## config.mk

```make
export PLATFORM = sky130hd
export DESIGN_NAME = traffic_sampler
export DESIGN_NICKNAME = d
export VERILOG_FILES = /design/src/rtl/traffic_sampler.sv
export SDC_FILE = /design/constraint.sdc
export NUM_CORES = 1
export LEC_CHECK = 0
export BUFFER_PORTS_ARGS = -buffer_cell sky130_fd_sc_hd__buf_2
export CAP_MARGIN = 25
export CELL_PAD_IN_SITES_DETAIL_PLACEMENT = 1
export CELL_PAD_IN_SITES_GLOBAL_PLACEMENT = 1
export CORE_MARGIN = 2
export CORE_UTILIZATION = 37
export DETAILED_ROUTE_END_ITERATION = 8
export PLACE_DENSITY = 0.87
export SETUP_SLACK_MARGIN = 0.15
export SYNTH_ARGS = -nofsm -noshare
export SYNTH_HDL_FRONTEND = slang
export SYNTH_SLANG_ARGS = --single-unit
```

## constraint.sdc

```tcl
create_clock -name clock -period 1.9 [get_ports clock]
set_clock_uncertainty 0.1 [all_clocks]
set_input_delay 0.095 -clock clock [delete_from_list [all_inputs] [get_ports clock]]
set_output_delay 0.095 -clock clock [all_outputs]
set_load 0.03 [all_outputs]
```

## src/rtl/traffic_sampler.sv

```systemverilog
// ---------------------------------------------------------------------------
// traffic_sampler
//
// Front end for Turn_Controller's traffic-count memory interface. Vehicle
// detector pulses on two streets are synchronised, edge-detected and counted
// (saturating at 15) over a fixed window of WINDOW_CYCLES clocks. At each
// window close the counts are published on traffic_Street_0/1 and a one-cycle
// write is issued on the controller's logging port.
//
// Optional feature (macro SAMPLER_READBACK_EN): single-entry readback of the
// controller's log, returned to a host on readback_Data/Valid/Miss. Without
// the macro, the RD_* states are absent, readback_Request is ignored, and
// address/street plus all readback outputs and busy are tied to 0.
//
// Ports:
//   clock, reset           rising-edge clock, asynchronous active-high reset
//   vehicle_Pulse_0/1      raw detector levels (asynchronous to clock)
//   sampling_Enable        1 = run sample windows
//   readback_Request       1-cycle pulse, latches readback_Address/Street
//   traffic_Street         controller read-data return
//   enable, read_Write     controller port enable, 1 = write / 0 = read
//   address, street        controller read address / street select
//   traffic_Street_0/1     last completed window counts
//   readback_Data/Valid    captured log value, 1-cycle valid pulse
//   readback_Miss          requested entry was never written
//   busy                   readback pending or in flight
// ---------------------------------------------------------------------------
module traffic_sampler #(
    parameter int WINDOW_CYCLES = 64,
    parameter int DEPTH         = 128
) (
    input  logic       clock,
    input  logic       reset,
    input  logic       vehicle_Pulse_0,
    input  logic       vehicle_Pulse_1,
    input  logic       sampling_Enable,
    input  logic       readback_Request,
    input  logic [6:0] readback_Address,
    input  logic       readback_Street,
    input  logic [3:0] traffic_Street,
    output logic       enable,
    output logic       read_Write,
    output logic [6:0] address,
    output logic       street,
    output logic [3:0] traffic_Street_0,
    output logic [3:0] traffic_Street_1,
    output logic [3:0] readback_Data,
    output logic       readback_Valid,
    output logic       readback_Miss,
    output logic       busy
);

    localparam int               WIN_W    = (WINDOW_CYCLES > 1) ? $clog2(WINDOW_CYCLES) : 1;
    localparam logic [WIN_W-1:0] WIN_LAST = WIN_W'(WINDOW_CYCLES - 1);
    localparam logic [6:0]       IDX_LAST = 7'(DEPTH - 1);

    localparam logic [2:0] ST_IDLE       = 3'd0;
    localparam logic [2:0] ST_WRITE      = 3'd1;
`ifdef SAMPLER_READBACK_EN
    localparam logic [2:0] ST_RD_ISSUE   = 3'd2;
    localparam logic [2:0] ST_RD_WAIT    = 3'd3;
    localparam logic [2:0] ST_RD_CAPTURE = 3'd4;
`endif

    function automatic logic [3:0] sat_inc(input logic [3:0] count, input logic hit);
        return (hit && (count != 4'hF)) ? count + 4'd1 : count;
    endfunction

    // -----------------------------------------------------------------------
    // Detector inputs: two-flop synchroniser followed by a rising-edge detect.
    // -----------------------------------------------------------------------
    logic [1:0] sync_0, sync_1;
    logic       prev_0, prev_1;
    logic       edge_0, edge_1;

    // NOTE: sequential state uses non-blocking assignments so every flop
    // samples values from before the clock edge.
    always_ff @(posedge clock or posedge reset) begin
        if (reset) begin
            sync_0 <= '0;
            sync_1 <= '0;
            prev_0 <= 1'b0;
            prev_1 <= 1'b0;
        end else begin
            sync_0 <= {sync_0[0], vehicle_Pulse_0};
            sync_1 <= {sync_1[0], vehicle_Pulse_1};
            prev_0 <= sync_0[1];
            prev_1 <= sync_1[1];
        end
    end

    assign edge_0 = sync_0[1] & ~prev_0;
    assign edge_1 = sync_1[1] & ~prev_1;

    // -----------------------------------------------------------------------
    // Sample window. The closing cycle folds in its own edge and restarts the
    // window at zero on the very next cycle, so no edge falls between windows.
    // -----------------------------------------------------------------------
    logic [WIN_W-1:0] win_cnt;
    logic [3:0]       count_0, count_1;
    logic             window_close;
    logic             write_pending;
    logic [2:0]       state, next_state;

    assign window_close = sampling_Enable && (win_cnt == WIN_LAST);

    always_ff @(posedge clock or posedge reset) begin
        if (reset) begin
            win_cnt          <= '0;
            count_0          <= 4'd0;
            count_1          <= 4'd0;
            traffic_Street_0 <= 4'd0;
            traffic_Street_1 <= 4'd0;
        end else if (!sampling_Enable) begin
            win_cnt <= '0;
            count_0 <= 4'd0;
            count_1 <= 4'd0;
        end else if (window_close) begin
            traffic_Street_0 <= sat_inc(count_0, edge_0);
            traffic_Street_1 <= sat_inc(count_1, edge_1);
            win_cnt          <= '0;
            count_0          <= 4'd0;
            count_1          <= 4'd0;
        end else begin
            win_cnt <= win_cnt + WIN_W'(1);
            count_0 <= sat_inc(count_0, edge_0);
            count_1 <= sat_inc(count_1, edge_1);
        end
    end

    // A window close that finds the FSM idle goes straight to WRITE on the
    // same edge; otherwise the flag holds the write until the FSM returns.
    always_ff @(posedge clock or posedge reset) begin
        if (reset) begin
            write_pending <= 1'b0;
        end else if (window_close) begin
            write_pending <= 1'b1;
        end else if (state == ST_WRITE) begin
            write_pending <= 1'b0;
        end
    end

    // -----------------------------------------------------------------------
    // Log write index. wrapped marks that every entry has been written once.
    // -----------------------------------------------------------------------
    logic [6:0] write_index;
    logic       wrapped;

    always_ff @(posedge clock or posedge reset) begin
        if (reset) begin
            write_index <= 7'd0;
            wrapped     <= 1'b0;
        end else if (state == ST_WRITE) begin
            if (write_index == IDX_LAST) begin
                write_index <= 7'd0;
                wrapped     <= 1'b1;
            end else begin
                write_index <= write_index + 7'd1;
            end
        end
    end

`ifdef SAMPLER_READBACK_EN
    // -----------------------------------------------------------------------
    // Readback request latch. The miss decision is taken against the log
    // state at request time; the bus read still runs to keep latency fixed.
    // -----------------------------------------------------------------------
    logic       rd_pending;
    logic [6:0] rd_addr;
    logic       rd_street;
    logic       rd_miss;
    logic       accept;

    assign busy   = rd_pending || (state == ST_RD_ISSUE) ||
                    (state == ST_RD_WAIT) || (state == ST_RD_CAPTURE);
    assign accept = readback_Request && !busy;

    always_ff @(posedge clock or posedge reset) begin
        if (reset) begin
            rd_pending <= 1'b0;
            rd_addr    <= 7'd0;
            rd_street  <= 1'b0;
            rd_miss    <= 1'b0;
        end else if (accept) begin
            rd_pending <= 1'b1;
            rd_addr    <= readback_Address;
            rd_street  <= readback_Street;
            rd_miss    <= !wrapped && (readback_Address >= write_index);
        end else if (state == ST_RD_ISSUE) begin
            rd_pending <= 1'b0;
        end
    end

    always_ff @(posedge clock or posedge reset) begin
        if (reset) begin
            readback_Data  <= 4'd0;
            readback_Miss  <= 1'b0;
            readback_Valid <= 1'b0;
        end else begin
            readback_Valid <= (state == ST_RD_CAPTURE);
            if (state == ST_RD_CAPTURE) begin
                readback_Data <= rd_miss ? 4'd0 : traffic_Street;
                readback_Miss <= rd_miss;
            end
        end
    end

    assign address = (state == ST_RD_ISSUE) ? rd_addr : 7'd0;
    assign street  = (state == ST_RD_ISSUE) ? rd_street : 1'b0;
    assign enable  = (state == ST_WRITE) || (state == ST_RD_ISSUE);
`else
    wire unused_readback = ^{readback_Request, readback_Address, readback_Street,
                             traffic_Street, write_index, wrapped};

    assign readback_Data  = 4'd0;
    assign readback_Valid = 1'b0;
    assign readback_Miss  = 1'b0;
    assign busy           = 1'b0;
    assign address        = 7'd0;
    assign street         = 1'b0;
    assign enable         = (state == ST_WRITE);
`endif

    assign read_Write = (state == ST_WRITE);

    // -----------------------------------------------------------------------
    // Port FSM. Writes always win over readbacks.
    // -----------------------------------------------------------------------
    // NOTE: next_state gets a default before the case so no path leaves it
    // unassigned, which would otherwise infer a latch.
    always_comb begin
        next_state = state;
        case (state)
            ST_IDLE: begin
                if (write_pending || window_close) begin
                    next_state = ST_WRITE;
                end
`ifdef SAMPLER_READBACK_EN
                else if (rd_pending) begin
                    next_state = ST_RD_ISSUE;
                end
`endif
            end
            ST_WRITE:      next_state = ST_IDLE;
`ifdef SAMPLER_READBACK_EN
            ST_RD_ISSUE:   next_state = ST_RD_WAIT;
            ST_RD_WAIT:    next_state = ST_RD_CAPTURE;
            ST_RD_CAPTURE: next_state = ST_IDLE;
`endif
            default:       next_state = ST_IDLE;
        endcase
    end

    always_ff @(posedge clock or posedge reset) begin
        if (reset) begin
            state <= ST_IDLE;
        end else begin
            state <= next_state;
        end
    end

endmodule
```

* Word level (Yosys, flattened, before mapping)
Index checks and enable logic that the tools add are counted.
** Storage, ports and cells
- Register bits :: 32
- Bits of input ports :: 18
- Output and inout bits :: 25
** Cells by class
- Add/sub/neg operators :: 3
- Eq/ne operators :: 5
- Multiplexer cells :: 12
- Bitwise gates (word level) :: 4
- Reduce and logical (&&, ||, !) cells :: 7
** Operator list (number)
- 4-bit 2-to-1 mux :: 6
- 6-bit 2-to-1 mux :: 2
- 4-bit by 1-bit adder with 4-bit output (second input constant) :: 2
- 4-bit != test (second input constant) :: 2
- 6-bit by 1-bit adder with 6-bit output (second input constant) :: 1
- 6-bit equality test (second input constant) :: 1
- 3-bit 2-to-1 mux :: 2
- 3-bit by 1-bit equality test with 1-bit output (second input constant) :: 1
- 1-bit logical AND :: 3
- 3-bit zero test :: 1
- 1-bit bitwise AND :: 2
- 1-bit 2-to-1 mux :: 2
- 2-bit != test (second input constant) :: 1
- 1-bit inverter :: 2
- 2-bit AND reduction :: 1
- 2-bit nonzero test :: 1
- 1-bit logical OR :: 1

* Depth between registers and ports, before layout
Gate-level depths: netlist of run 1.
- Depth after elaboration :: 6
- Gate-level depth with buffers :: 6
- Depth with buffers taken out :: 5

* Worst setup path before layout of run 1
No wires, ideal clock.
- Path kind :: reg-to-reg
- Start point :: register win_cnt[0]
- End point :: register traffic_Street_1[2]
- Library setup time :: 0.121 ns
- Arrival :: 1.151 ns
- Path slack :: 0.527 ns
- Cell stages (with the launch flop) :: 7
- Clock period less this slack :: 1.373 ns
- Path through :: dfrtp_1 -> ha_1 -> nand3_2 -> or2_1 -> buf_6 -> nand2_1 -> o21ai_2
** On the way
- Word-level cells in the longest chain between the ends :: 3
** RTL lines
- start, declared :: line 99 : logic [WIN_W-1:0] win_cnt;
- start signal, assigned :: line 125 : win_cnt <= win_cnt + WIN_W'(1);
- 6-bit equality test :: line 105 : assign window_close = sampling_Enable && (win_cnt == WIN_LAST);
- 1-bit logical AND :: line 105
- 2-bit AND reduction (no line)
- end signal, assigned :: line 120 : traffic_Street_1 <= sat_inc(count_1, edge_1);
- end, declared :: line 46 : output logic [3:0] traffic_Street_1,
Every way passes these cells.
A chain may end at the register's enable or synchronous reset.

* Worst setup path after layout of run 1
Same ends and word-level chain as after synthesis.

==> run summary, run 1 <==
In the synthesized netlist the dominant register cell turns out to be dfrtp_1. The floorplan has 21 rows. The core area was 0.00339 mm^2; the final routed wire length divided by cell count was 12.2 um. The cell sitting at the root of the clock tree is a clkbuf_4.

The peak fanout along the critical path is 10. The number of detailed-routing iterations run before antenna repair was 4. The tools report the launch point of the worst path as win_cnt[0]. The share of Yosys cell area claimed by the top area cell type was 56.8%; the design internal power was 860 uW. In the final layout, the share of cells above drive strength 1 is 21.4%. The logs give 5 for the number of clock buffers inserted by TritonCTS and 30 for the clock sink count. The logs give 0.510 mV for the peak supply drop and 8.7% for the portion of total power attributed to combinational logic.

The average size of a mapped cell is 11.0 um^2. End point of the worst hold path: sync_1[1]. The clock-pin slew on the worst setup and hold paths was 0.10 ns; the remaining global-route overflow was 0. Leaving out fill and tap cells, the most frequent cells in the layout are dfrtp_1, nor2_1, conb_1, buf_2, nand2_1. The switching fraction of total power is 25.7%, and the number of distinct library cells after synthesis is 26.

The number of diodes added for antenna fixing was 0; the post-detailed-placement half-perimeter wirelength was 1.71 mm. The leakage dissipation is 0.000763 uW, and the share of cell area taken by muxes after synthesis is 2.27%. Data arrives at the worst endpoint at 1.67 ns. The tools report the clock latency of the later-clocked register in the worst-skew pair as 0.32 ns. The logs give 33.7% for the fraction of power consumed by the clock network and 0 ns for the final sum of negative setup slack. After detailed routing, the number of vias per cell comes to 4.51. Gates resized during post-CTS repair numbered 0. The count of nets left with antenna violations once routing finished came out at 0. The net switching component of the power is 298 uW. In the post-synthesis netlist, the biggest area contributors are dfrtp_1, buf_4, nor2_1, xor2_1, ha_1.

Measured in cells, the most critical reg-to-reg path has a length of 5. The vertical die dimension was 63.8 um. For this run, the number of Yosys warnings is 0. The endpoint identified for the worst register-to-register timing path is traffic_Street_1[2]. The worst hold path passes through 0 cells. The global-route total usage across every layer is 13.8%, and the async set-reset flop share out of synthesis is 100%. In this run, synthesis produced a sequential element count of 30. Counting the fill cells in the layout gives 392. From left edge to right edge, the die measures 63.8 um. The synthesized design spends more area on one cell type than any other, namely dfrtp_1. The cell total after placement is 179. The largest family of logic cells by synthesized area was simple AND/OR/NAND/NOR gates. In this run, synthesis inferred 0 flip-flops with an integrated enable. The type of element capturing the critical path is a flip-flop. Entering global routing, the biggest net connects 31 pins. Sequential cells account for 57.6% of the total power. The area growth from synthesis to layout is 12.6%.

Summing the areas of all compound-gate instances in the mapped netlist gives 7.48% of the synthesized area. The run gives 0.00406 mm^2 as the die footprint. The launch point of the worst reg-to-reg path was win_cnt[0].

Number of global-route vias before repair: 913. Setup repair after global routing left no endpoint under its margin. Of the available clock period, the critical path in the final layout requires 82.0%. TritonCTS built the clock tree. Counting every instance in the synthesized netlist gives 120. The start point of the worst min-delay path is sync_1[0]. Sequential cells were found to cover 56.8% of the synthesized design area. Derived from the worst setup path, the maximum achievable clock frequency is 0.642 GHz. In this run the register-to-register setup slack is 0.34 ns. For this design the ratio of total power to cell area is 778 mW/mm^2. The synthesized-area fraction occupied by and/or/nand/nor cells was 14.1%; the count of endpoints failing hold in the final timing report was 0.

The worst path in the final design needs a cycle of 1.56 ns, including I/O delays and setup. Worst min-delay path category: reg -> reg. The placer congestion estimate came out at 0.804. The buffer depth of the longest clock path is 2, and the number of top-level pins is 43. Leaving out fill and tap cells, the most frequent cell in the layout is dfrtp_1. The critical path required time was 2.01 ns; the count of buffers added by post-CTS timing repair for setup was 0. The synthesized netlist devotes 2.84% of its cell area to adder and majority cells. The H-tree depth is 2, and the aggregate routed wire length is 2.33 mm. The starting utilization of the core area was 39.0%. Setup violations remaining at the end of the flow were counted as 0.

Across the run, the number of max-cap violations was 0. The overall via count from detail_route was 861. In the routed design, unresolved DRC markers number 0. Leaving out filler cells and counting taps, the final layout contains 191. Element type at the critical path start: a flip-flop.

For the number of nets in the layout, the log shows 165. The run finished with clean final reports. Number of antenna violations at the first check in global routing: 0. The number of pins exceeding their max-slew limit in the final report was 0.

Classification of the worst setup path: reg -> reg. The summed instance area of the synthesized netlist was 0.00132 mm^2; the power after layout was 1160 uW. The logs give 9 for the first-iteration detailed-routing DRC count and 4.21 mm for the global-route wire length before repair.

The synthesized netlist devotes 5.30% of its cell area to XOR and XNOR gates. Input and output buffers added on the ports amount to 14.
-- worst max-delay path by stage --
stage,endpoint,cells after the start
4_1_cts,traffic_Street_1[2],5
2_1_floorplan,traffic_Street_1[2],6
3_5_place_dp,traffic_Street_1[2],5
6_report,traffic_Street_1[2],5
5_1_grt,traffic_Street_0[0],5
3_3_place_gp,write_pending,4
-- flip-flops by register name (all words and copies together) (netlist names) --
name              count
win_cnt               6
count_0               4
count_1               4
traffic_Street_0      4
traffic_Street_1      4
sync_0                2
sync_1                2
prev_0                1
prev_1                1
state                 1
write_pending         1
-- cell families after synthesis --
kind of cell / Yosys count
compound gates: 15
buf+inv: 20
flops: 30
other cells: 1
fa+ha+maj: 3
xor+xnor: 8
simple gates: 40
mux: 3
-- cell type report --
cell class / instances / area (um^2) / share of cell area (%)
inverter: 2 / 7.51 / 0.505
sequential: 30 / 751 / 50.5
clock buffer: 7 / 55.1 / 3.70
tap: 46 / 57.6 / 3.87
clock inverter: 1 / 5.00 / 0.336
multi-input combinational: 84 / 479 / 32.2
timing repair buffer: 21 / 133 / 8.92
-- power by group through the flow --
| stage | clock network (uW) | logic (uW) | registers (uW) |
|---|---|---|---|
| 2_1_floorplan | 0 | 99.7 | 676 |
| 3_3_place_gp | 0 | 91.1 | 677 |
| 3_5_place_dp | 0 | 95.5 | 679 |
| 4_1_cts | 417 | 102 | 667 |
| 5_1_grt | 446 | 114 | 668 |
| 6_report | 390 | 101 | 667 |
-- synth_stat cells, types with 3 or more instances --
cell type,n
o21ai_2,4
xor2_1,6
and2_1,3
nor2_1,15
nand3_1,4
a21oi_1,5
nand2_1,10
ha_1,3
dfrtp_1,30
buf_4,16
mux2i_1,3
-- worst max-delay path, cell delays in order (launching register included) --
cell and delay, ns:
dfrtp_1 0.38, ha_1 0.22, nand3_2 0.13, or2_1 0.42, nand2_1 0.15, o21ai_2 0.06
-- through the flow --
stage                     hold slack (ns)  setup slack (ns)  utilization [%]  instance area [um^2]
after floorplan                    0.0264             0.527                -                  1370
after CTS                           0.259             0.300             43.9                  1490
after detailed placement           0.0943             0.311             40.9                  1390
after global routing                0.253             0.182             43.9                  1490
final                               0.251             0.341             43.9                  1490
after global placement             0.0813             0.381             40.9                  1390
-- metal layers --
metal	wire [um]	up-vias	global-route usage (%)
met1	963	420	15.7
met3	101	6	5.46
li1	-	415	-
met2	1220	20	23.0
met5	0	-	0
met4	42	0	5.71
-- what timing repair did --
item                       4_1_cts  5_1_grt
hold buffers                     4        0
setup endpoints to repair        0        0
hold endpoints to repair        35        0
Power figures use the tool's default switching activity.
==> inputs of run 2 (changes only) <==
--- a/config.mk
+++ b/config.mk
@@ -10,9 +10,9 @@
 export CELL_PAD_IN_SITES_DETAIL_PLACEMENT = 1
 export CELL_PAD_IN_SITES_GLOBAL_PLACEMENT = 1
 export CORE_MARGIN = 2
-export CORE_UTILIZATION = 37
+export CORE_UTILIZATION = 34
 export DETAILED_ROUTE_END_ITERATION = 8
-export PLACE_DENSITY = 0.87
+export PLACE_DENSITY = 0.84
 export SETUP_SLACK_MARGIN = 0.15
 export SYNTH_ARGS = -nofsm -noshare
 export SYNTH_HDL_FRONTEND = slang
==> constraint.sdc (replaced) <==
create_clock -name clock -period 1.4 [get_ports clock]
set_clock_uncertainty 0.1 [all_clocks]
set_input_delay 0.07 -clock clock [delete_from_list [all_inputs] [get_ports clock]]
set_output_delay 0.07 -clock clock [all_outputs]
set_load 0.03 [all_outputs]
==> run 2 against run 1 <==
Via count up 8.4%; worst setup slack worse by 0.37 ns; sequential cell count unchanged; largest power group unchanged; highest routed layer unchanged; sequential share of layout area down 11 points; power up 70%; sequential power up 36%; clock power up 120%; fmax up 9.2%; the run now ends with hold timing, setup timing left; global-route usage down 0.095 points; critical endpoint is now traffic_Street_0[1].
==> run summary, run 2 (synthesized netlist as in run 1, its figures left out) <==
The run finished, with violations left. The final reports fail on hold timing, setup timing. On the critical path, the stage with the largest delay is an instance of dfrtp_1. Peak supply drop: 0.731 mV (+43%). Core area: 0.00369 mm^2 (+8.8%). The number of pins exceeding their max-slew limit in the final report is 0 (unchanged). The switching fraction of total power is 24.3% (-1.4 points), and the post-route cell area is 0.00189 mm^2 (+27%).

The tools report the placed instance area as 0.00148 mm^2 (+6.5%). The logs give 1490 uW (+73%) for the design internal power and 0.701 GHz (+9.2%) for the fmax. The number of flip-flops in the largest register is 6 (unchanged). The number of max-cap violations was 0 (unchanged); the number of antenna violations at the first check in global routing was 0 (unchanged). Compared with the post-synthesis result, the final layout area differs by 43.2%. Number of port buffers: 14 (unchanged). The run gives 0 (unchanged) as the number of routed nets with antenna violations.

The count of endpoints failing hold in the final timing report was 1 (+1); the final routed wire length divided by cell count was 14.6 um (+20%). The critical path required time is 1.46 ns (-0.55 ns), and the power density over the cells is 1040 mW/mm^2 (+33%). For the clock latency of the later-clocked register in the worst-skew pair, the log shows 0.28 ns (-0.04 ns).

The path class of the tightest hold or removal check is in -> reg. The worst setup path is launched from a flip-flop. The tools report the count of unresolved DRC violations after routing as 0 (unchanged).

The fraction of power consumed by the clock network came out at 43.2% (+9.5 points). The proportion of layout cells with a drive suffix above 1 works out to 50.3% (+29 points). The placer congestion estimate was 0.773 (-3.8%); the global-route wire length before repair was 4.42 mm (+5.1%). The final critical-path share of the clock period was 102% (+20 points); the delay of the slowest cell on the worst path was 0.36 ns (-0.06 ns). The aggregate routed wire length was 3.02 mm (+30%).

The peak fanout along the critical path works out to 3 (-7). Power after layout: 1960 uW (+70%). On the critical path the largest part of the delay comes from flip-flops.

Number of nets in the layout: 179 (+8.5%). Post-route minimum period: 1.43 ns (-0.132 ns). The tools report the buffer depth of the longest clock path as 2 (unchanged).

The worst setup path is of the reg -> reg kind. The relative contribution of sequential cells to total power came out at 46.0% (-12 points). The run gives 1.85 mm (+8.0%) as the post-detailed-placement half-perimeter wirelength. The logs give 1 (+1) for the total setup violations reported at the end of the flow and -0.0266 ns (-0.368 ns) for the smallest setup slack after layout. The run gives 477 uW (+60%) as the net switching component of the power. The number of top-level pins came out at 43 (unchanged). Number of clock buffers inserted by TritonCTS: 5 (unchanged).

Most common cell after layout, fill and taps aside: dfrtp_1. Setup repair after global routing could not meet its margin everywhere. The minimum hold slack was -0.0000995 ns (-0.251 ns). The clock sink count is 30 (unchanged), and the number of diodes added for antenna fixing is 0 (unchanged). STA classifies the critical path endpoint as a flip-flop.

The library cells used most frequently in the layout, excluding fill and tap cells, are dfrtp_1, conb_1, buf_2, buf_4, nor2_4. The portion of total power attributed to combinational logic was 10.7% (+2.0 points); the number of detailed-routing iterations run before antenna repair was 4 (unchanged). The leakage dissipation is 0.000882 uW (+16%). The buffers plus inverters on the worst setup path was 0 (unchanged). Ranked by flip-flop count, first place goes to win_cnt. The tools report the data arrival time at the worst-slack endpoint as 1.49 ns (-0.18 ns). The placement row count is 22 (+4.8%), and the remaining global-route overflow is 0 (unchanged). The starting utilization of the core area was 35.8% (-3.2 points); the fill cell instance count of the final layout was 396 (+1.0%). The logs give 31 (+22) for the first-iteration detailed-routing DRC count and 13.7% (-0.095 points) for the global-route total usage across every layer. TritonCTS built the clock tree. The logs give 941 (+3.1%) for the number of global-route vias before repair and 2 (unchanged) for the H-tree depth.

The clock-pin slew on the worst setup and hold paths is 0.07 ns (-0.03 ns), and the via density per instance is 4.51 (about the same). The width of the die came out at 66.3 um (+4.1%). The signal on the critical path passes through ha_2 -> nand3_4 -> nand2_4 -> mux2i_4 -> a21oi_1. The run gives 0.00440 mm^2 (+8.3%) as the die footprint.

The vertical die dimension is 66.3 um (+4.1%), and the overall via count from detail_route is 933 (+8.4%). Library cell used as clock root buffer: clkbuf_8. The worst setup slack before clock tree synthesis is -0.123 ns (-0.434 ns). The run gives 31 (unchanged) as the maximum number of pins on one net before global-route repair.
-- run 2: cell type report --
type                       count  area (um^2)  share of cell area, %
clock buffer                   5         68.8                   3.64
clock inverter                 3         40.0                   2.12
inverter                       2         7.51                  0.397
multi-input combinational     84          684                   36.2
sequential                    30          751                   39.7
tap                           48         60.1                   3.17
timing repair buffer          35          280                   14.8
-- run 2: per-stage QoR --
step,TNS (ns),cells,util (%),hold slack [ns]
CTS,0,204,46.6,-0.0119
finish,-0.0266,207,51.3,-0.0000995
global route,-0.814,207,51.3,0.000739
global placement,-0.526,188,40.1,0.0587
detailed placement,-1.17,188,40.1,0.0681
floorplan,0,134,-,0.00143
-- run 2: final timing paths --
path / from / end / slack, ns / cells after the start
min in group asynchronous: reset / win_cnt[5] / 0.30 / 4
hold / removal: sampling_Enable / win_cnt[1] / -0.0001 / 2
hold reg to reg: sync_0[0] / sync_0[1] / 0.25 / 0
setup / recovery: count_0[1] / traffic_Street_0[1] / -0.03 / 5
max in group asynchronous: reset / prev_0 / 0.61 / 4
setup reg to reg: count_0[1] / traffic_Street_0[1] / -0.03 / 5
-- run 2: per-layer routing --
layer  vias to the layer above  GRT usage [%]  part of all wire [%]
met3                         4           4.60                   3.7
met5                         -              0                     0
met1                       474           16.2                    38
met2                        21           22.9                    57
li1                        434              -                     -
met4                         0           5.36                   1.2
-- run 2: power groups by stage --
stage / clock network [uW] / registers (uW) / logic, uW
after global placement: 0 / 917 / 138
after CTS: 875 / 903 / 177
after global routing: 921 / 906 / 226
after detailed placement: 0 / 921 / 145
after floorplan: 0 / 918 / 137
final: 849 / 904 / 211
-- run 2: what timing repair did --
| item | in CTS | in global routing |
|---|---|---|
| hold buffers | 3 | 0 |
| pin swaps | 11 | 11 |
| hold endpoints to repair | 33 | 0 |
| endpoints found under the setup margin | 22 | 23 |
| buffers inserted | 5 | 2 |
| gates cloned | 0 | 1 |
| gates resized for setup | 21 | 25 |
